[src/rtl/jtcps1_pkg.sv]
// jtcps1_pkg: shared FSM states, slot indices and address widths for the CPS1 gfx fetch
package jtcps1_pkg;
  typedef enum logic [1:0] {ST_IDLE, ST_MAP, ST_WAIT, ST_DONE} state_t;
  localparam int OBJ     = 0;
  localparam int SCROLL1 = 1;
  localparam int SCROLL2 = 2;
  localparam int SCROLL3 = 3;
  localparam int STAR    = 4;
  localparam int NSLOT   = 5;
  localparam int AW      = 20;
  localparam int CW      = 10;
endpackage

[src/rtl/jtcps1_rr_arb.sv]
// jtcps1_rr_arb: round-robin pick of the first requesting slot at or after ptr
module jtcps1_rr_arb
  import jtcps1_pkg::*;
(
  input  logic [NSLOT-1:0] req,
  input  logic [2:0]       ptr,
  output logic [NSLOT-1:0] grant,
  output logic [2:0]       idx
);
  logic [3:0] s;
  logic [2:0] j;
  // scan from farthest to nearest so the nearest requester is written last
  always_comb begin
    grant = '0;
    idx = '0;
    s = '0;
    j = '0;
    for (int i = NSLOT - 1; i >= 0; i--) begin
      s = {1'b0, ptr} + 4'(i);
      j = 3'(s >= 4'(NSLOT) ? s - 4'(NSLOT) : s);
      if (req[j]) begin
        grant = '0;
        grant[j] = 1'b1;
        idx = j;
      end
    end
  end
endmodule

[src/rtl/jtcps1_gfx_fetch.sv]
// jtcps1_gfx_fetch: arbitrates layer tile fetches through the bank mapper into ROM reads.
// JTCPS1_STARFIELD_EN adds the star field (slot 4) to the arbitration.
module jtcps1_gfx_fetch
  import jtcps1_pkg::*;
(
  input  logic                clk,
  input  logic                rst,
  input  logic [NSLOT-1:0]    slot_req,
  input  logic [NSLOT*AW-1:0] slot_addr,
  output logic [NSLOT-1:0]    slot_ok,
  output logic [31:0]         slot_data,
  output logic [2:0]          map_layer,
  output logic [CW-1:0]       map_cin,
  input  logic [CW-1:0]       map_cout,
  output logic [AW-1:0]       rom_addr,
  output logic                rom_cs,
  input  logic                rom_ok,
  input  logic [31:0]         rom_data
);
`ifdef JTCPS1_STARFIELD_EN
  localparam logic [NSLOT-1:0] EN = 5'h1f;
`else
  localparam logic [NSLOT-1:0] EN = 5'h0f;
`endif
  state_t st, st_nx;
  logic [2:0] ptr, sel;
  logic [NSLOT-1:0] gnt;
  logic [AW-CW-1:0] addr_lo;
  jtcps1_rr_arb u_arb (
    .req   (slot_req & EN),
    .ptr   (ptr),
    .grant (gnt),
    .idx   (sel)
  );
  always_ff @(posedge clk or posedge rst)
    if (rst) st <= ST_IDLE;
    else st <= st_nx;
  always_comb begin
    st_nx = st;
    case (st)
      ST_IDLE: st_nx = |gnt ? ST_MAP : ST_IDLE;
      ST_MAP:  st_nx = ST_WAIT;
      ST_WAIT: st_nx = rom_ok ? ST_DONE : ST_WAIT;
      default: st_nx = ST_IDLE;
    endcase
  end
  // map_layer doubles as the latched grant index for the whole transaction
  always_ff @(posedge clk or posedge rst)
    if (rst) begin
      ptr <= 3'(OBJ);
      addr_lo <= '0;
      map_layer <= '0;
      map_cin <= '0;
      rom_addr <= '0;
      rom_cs <= 1'b0;
      slot_ok <= '0;
      slot_data <= '0;
    end else begin
      slot_ok <= '0;
      if (st == ST_IDLE && |gnt) begin
        map_layer <= sel;
        map_cin <= slot_addr[AW*sel+(AW-CW) +: CW];
        addr_lo <= slot_addr[AW*sel +: AW-CW];
        ptr <= sel == 3'(NSLOT - 1) ? 3'(OBJ) : sel + 3'd1;
      end
      if (st == ST_MAP) begin
        rom_addr <= {map_cout, addr_lo};
        rom_cs <= 1'b1;
      end
      if (st == ST_WAIT && rom_ok) begin
        rom_cs <= 1'b0;
        if (slot_req[map_layer] && EN[map_layer]) begin
          slot_ok[map_layer] <= 1'b1;
          slot_data <= rom_data;
        end
      end
    end
endmodule

[config.mk]
export PLATFORM = sky130hd
export DESIGN_NAME = jtcps1_gfx_fetch
export DESIGN_NICKNAME = d
export VERILOG_FILES = /design/src/rtl/jtcps1_pkg.sv /design/src/rtl/jtcps1_rr_arb.sv /design/src/rtl/jtcps1_gfx_fetch.sv
export SDC_FILE = /design/constraint.sdc
export NUM_CORES = 1
export LEC_CHECK = 0
export ABC_CLOCK_PERIOD_IN_PS = 7930
export BUFFER_PORTS_ARGS = -buffer_cell sky130_fd_sc_hd__buf_2
export CORE_MARGIN = 3
export CORE_UTILIZATION = 51
export DETAILED_ROUTE_END_ITERATION = 16
export GPL_TIMING_DRIVEN = 0
export PLACE_DENSITY = 0.95
export RECOVER_POWER = 25
export SYNTH_ARGS = -nofsm -noshare
export SYNTH_HDL_FRONTEND = slang
export SYNTH_SLANG_ARGS = --single-unit
[constraint.sdc]
create_clock -name clk -period 7.93 [get_ports clk]
set_input_delay 1.1895 -clock clk [delete_from_list [all_inputs] [get_ports clk]]
set_output_delay 1.1895 -clock clk [all_outputs]
set_load 0.02 [all_outputs]
# Word-level counts from Yosys, hierarchy flattened
# Memories as Yosys holds them, arrays and structs flattened.
# Cells that the tools add are included.
totals:
  inputBits: 150
  register_bits: 86
  mem_bits_ro: 8
  memories: 1
  wordCells: 105
memory_table:
  columns: ["memory", "depth", "word_bits", "read_ports", "rd_clocked_by_memory_dff", "write_ports", "line_no", "source"]
  rows:
  - ["(no name shown)", 8, 1, 1, 0, 0, "jtcps1_gfx_fetch.sv:72", "if (slot_req[map_layer] && EN[map_layer]) begin"]
classes:
  n_eq_ne: 3
  reduce_logical: 13
  shifts: 2
  n_mul: 1
  magnitude_cmp: 17
  add_sub_neg: 11
  n_mux: 48
op_table:
  columns: ["operator", "n"]
  rows:
  - ["indexed part select 100 x 10 -> 10 bit", 1]
  - ["indexed part select 100 x 9 -> 10 bit", 1]
  - ["2-to-1 mux 5 bit", 7]
  - ["2-to-1 mux 3 bit", 11]
  - ["< comparator 3 x 4 -> 1 bit, second input constant", 6]
  - ["binary-select mux 1 bit (select 3 bit)", 6]
  - ["demux 1 bit (select 3 bit)", 6]
  - [">= comparator 3 x 1 -> 1 bit, second input constant", 6]
  - ["2-to-1 mux 1 bit", 17]
  - [">= comparator 4 x 3 -> 1 bit, second input constant", 4]
  - ["subtractor 3 bit, second input constant", 5]
  - ["adder 8 x 4 -> 9 bit, second input constant", 1]
  - ["logical AND 1 bit", 9]
  - ["adder 3 x 2 -> 4 bit, second input constant", 2]
  - ["multiplier 3 x 3 -> 6 bit, first input constant", 1]
  - ["one-hot mux 2 bit (3 select lines)", 1]
  - ["OR reduction 5 bit", 1]
  - ["adder 3 x 1 -> 4 bit, second input constant", 1]
  - ["adder 3 x 3 -> 4 bit, second input constant", 1]
  - ["adder 3 x 1 -> 3 bit, second input constant", 1]
  - ["equality test 3 bit, second input constant", 1]
  - [">= comparator 3 bit, second input constant", 1]
  - ["equality test 2 x 1 -> 1 bit, second input constant", 1]
  - ["equality test 2 bit, second input constant", 1]
  - ["3 further kinds", 3]

# Longest topological paths before layout
logic_depth:
  ltp_word: 15
  ltp_mapped: 16

# By module
# From an unflattened synthesis, not the netlist that was laid out.
unflattened:
  cells_unflattened: 556
  hier_area_um2: 5680.4
by_module_without_submodules:
  columns: ["module", "area_per_inst_um2", "seq_area_each_um2", "instances", "cells_each"]
  rows:
  - ["jtcps1_gfx_fetch", 4251.6, 2152.1, 1, 346]
  - ["jtcps1_rr_arb", 1428.9, 0.0, 1, 210]

# Worst setup path after synthesis
# Ideal clock, no wire load.
synth_path:
  path_type: "reg-to-reg"
  start: "register ptr[0]"
  end: "register addr_lo[0]"
  t_required_ns: 7.805
  setup_slack_ns: 3.848
  arrival_time_ns: 3.957
  synth_period_minus_slack_ns: 4.082
  path_buffers: 3
  stages_incl_launch_ff: 15
  path_cell_list: "dfrtp_1 -> buf_4 -> inv_1 -> ha_1 -> ha_1 -> buf_2 -> a21oi_1 -> mux2i_1 -> mux2i_1 -> a221oi_1 -> a311oi_1 -> o31ai_2 -> buf_6 -> mux4_2 -> mux2_2"
synth_via:
  elab_chain_len: 14
synth_rtl:
  columns: ["item", "line_no", "source"]
  rows:
  - ["from (decl)", "jtcps1_gfx_fetch.sv:26", "logic [2:0] ptr, sel;"]
  - ["from (signal assigned)", "jtcps1_gfx_fetch.sv:50", "ptr <= 3'(OBJ);"]
  - ["from (signal assigned)", "jtcps1_gfx_fetch.sv:64", "ptr <= sel == 3'(NSLOT - 1) ? 3'(OBJ) : sel + 3'd1;"]
  - ["parallel branches: the longest is 14 deep, another holds multiplier 3 x 3 -> 6 bit", null, null]
  - ["to (signal assigned)", "jtcps1_gfx_fetch.sv:63", "addr_lo <= slot_addr[AW*sel +: AW-CW];"]
  - ["to (decl)", "jtcps1_gfx_fetch.sv:28", "logic [AW-CW-1:0] addr_lo;"]
# Parallel ways; which one is timed is not known. The select of a mux whose other input is x is not followed.
# A chain may end at the register's enable or synchronous reset.

# Final worst setup path
layout_path:
  start: "register ptr[0]"
  end: "register addr_lo[2]"
# The elaborated chain is that of the path after synthesis.

==> flow_summary.yaml <==
route:
  dr.pass1.iters: 4
  vias: 4034
  drcViolationCount: 0
  drt_iter0_drc: 85
  wl_met1_um: 4970
  ant_nets: 0
  wl_met2_um: 6440
  viasPerCell: 5.38
  wl_per_cell_um: 16.6
  wl_met3_um: 838
  top_layer: "met4"
  drt_wl_total_um: 12500
global_routing:
  grt_usage: 0.240
  grt_overflow: 0
  antenna_found_initial: 0
  grt_pass1_vias: 4042
  grt_max_degree: 46
  grt_pass1_wl_um: 19300
critical_path:
  r2r-start: "ptr[0]"
  path_class: "reg2reg"
  endpoint_kind: "flop"
  critical_path_required_ns: 8.17
  worst_ep_arrival_time_ns: 5.28
  cp_max_fo: 10
  startpoint: "ptr[0]"
  startpoint_type: "flop"
finish:
  fin_area_sq_mm: 0.00605
  n_antenna_cell: 0
  nets: 802
  drive_above_1_share: 0.467
  area.growth.synth_to_final_pct: 28.2
timing:
  slew_headroom: -0.563
  max_freq_mhz: 198
  fin_crit_ns: 5.04
  setup_tns_ns: 0
  hold_slack_ns: 0.471
  rsz0062_at_grt: "false"
  finalSetupViolCount: 0
  period_share: 0.636
  worst_pin_slew_ns: 2.34
  timing.final.max_slew_violations: 89
  setup_slack_ns: 2.89
  fin_skew_ns: 0.0117
  final-hold-violation-count: 0
floorplanning:
  placeableCoreArea_sq_mm: 0.00885
  die_w_um: 102
  start_util: 0.534
  die_area_sq_mm: 0.0104
  io_pins: 221
  die_h_um: 102
  rows: 34
clocking:
  clk_path_buf_depth: 2
  cts_tree: "built"
  htree_levels: 3
  cts_hold_buf: 0
  cts_setup_buffers: 0
  cts-root-buf: "clkbuf_8"
  clk_pin_slew_worst_paths_ns: 0.09
  clock_latency_ns: 0.36
  cts_sinks: 86
  tritoncts.num_buffers: 9
  cts_resized: 0
worst_hold_path:
  hold_start: "slot_data[22]"
  hold_class: "reg2reg"
synth:
  synth_flop_cell: "dfrtp_1"
  yosysMostFrequentCell: "nand2_1"
  avgSynthCellArea_sq_um: 11.1
  ys_seq_area_frac: 0.456
  async_reset_ff_frac: 1.00
  synth_nets: 591
  synth_cell_types: 51
  synth_top_area_cell: "dfrtp_1"
  yosys_warnings: 0
  netlist_area_sq_mm: 0.00472
  yosys-top-cells-area: "dfrtp_1 (46%), mux2_2 (10%), mux4_2 (9.5%)"
  ys_top_cells_by_count: "nand2_1 (113), dfrtp_1 (86), mux2_2 (44)"
  synth-edff-count: 0
  ys_ff_latch: 86
  syn_inst: 426
  netlist.area_leader.share: 0.456
placement:
  port_buffers: 199
  preCtsSetupSlack_ns: 2.95
  hpwl_um: 10000
  gp_congestion: 0.926
  place_area_sq_mm: 0.00587
pwr:
  ir_drop_v: 0.000580
  p_leak_uw: 0.00313
  pwr-share-comb: 0.672
  pwr-share-clk: 0.090
  finalPower_uw: 3270
  pwr_density_cell_mw_per_mm2: 541
  power_switching_uw: 1460
  p_int_uw: 1810
  seqPwrFrac: 0.238
  swShare: 0.447
job:
  drv_cap: 2
outcome:
  status: "complete, but fails checks"
  violations: "capacitance limit, slew limit"
metal layers:
layer  vias to the layer above  GRT usage
met1                      1921      0.290
li1                       1910          -
met2                       183      0.424
met3                        20     0.0628
met4                         0     0.0706
met5                         -          0
state kept, by name, summed over array words and instances (netlist names):
register and cells:
rom_cs 1, slot_data 32, ptr 3, slot_ok 5
st 2, map_layer 3, rom_addr 20, addr_lo 10
map_cin 10
critical path: stages, from the launching register on:
cell	delay [ns]
dfrtp_1	0.56
buf_4	0.23
inv_1	0.14
ha_1	0.25
ha_1	0.26
buf_2	0.18
a21oi_1	0.35
mux2i_1	0.40
mux2i_1	0.21
a221oi_1	0.36
a311oi_1	0.10
o31ai_2	0.77
buf_6	0.29
mux4_2	0.54
mux2_2	0.28
placed cells by master (no fill, tap or decap), types with 4 or more instances in the layout:
cell type	synthesis	final
a21oi_1	10	10
nor2_1	9	9
o21ai_0	8	8
ha_1	14	14
buf_2	5	204
and2_1	4	4
clkbuf_8	0	10
clkinv_4	0	4
nand2_1	113	113
clkbuf_1	12	13
mux4_2	20	20
a211oi_1	5	5
and3_1	5	5
mux2_2	44	44
mux2i_1	7	7
nand2b_1	8	8
inv_1	14	13
nor2b_1	6	6
dfrtp_1	86	86
final cells by class:
cell class | instances | area, sq um
well taps | 108 | 135
flip-flops and latches | 86 | 2150
plain buffers | 21 | 111
multi-input cells | 304 | 2400
clock inverters | 6 | 58.8
clock buffers | 10 | 138
inverters | 15 | 57.6
repair buffers | 200 | 1000
fillers | 674 | 2800
cell families (layout without fill, tap and decap cells):
| group | Yosys count | in the layout | share of synthesized area |
|---|---|---|---|
| AOI/OAI and AO/OA | 52 | 52 | 0.0800 |
| xor gates and xnor gates | 2 | 2 | 0.00530 |
| buffers and inverters | 36 | 252 | 0.0355 |
| other | 1 | 1 | 0.000794 |
| DFF | 86 | 86 | 0.456 |
| adders and majority gates | 15 | 15 | 0.0413 |
| and+or+nand+nor | 158 | 158 | 0.145 |
| muxes | 76 | 76 | 0.236 |
stage by stage:
| stage | utilization | std cells |
|---|---|---|
| after global routing | 0.684 | 750 |
| after global placement | 0.661 | 733 |
| after floorplan | - | 426 |
| after CTS | 0.686 | 750 |
| after detailed placement | 0.664 | 734 |
| final | 0.684 | 750 |
power groups by stage:
stage	Clock [uW]	Sequential (uW)	Combinational (uW)
final	294	780	2200
after global routing	318	812	2410
after global placement	0	774	2140
after CTS	300	781	2220
after floorplan	0	967	1470
after detailed placement	0	789	2210
worst paths after layout:
path	cells past startpoint	slack (ns)	end
min in group asynchronous	2	1.23	slot_data[3]
min	2	0.47	slot_data[22]
min reg2reg	2	0.47	slot_data[22]
max	14	2.89	addr_lo[2]
max reg2reg	14	2.89	addr_lo[2]
max in group asynchronous	3	3.87	map_cin[5]
Power figures use the tool's default switching activity.
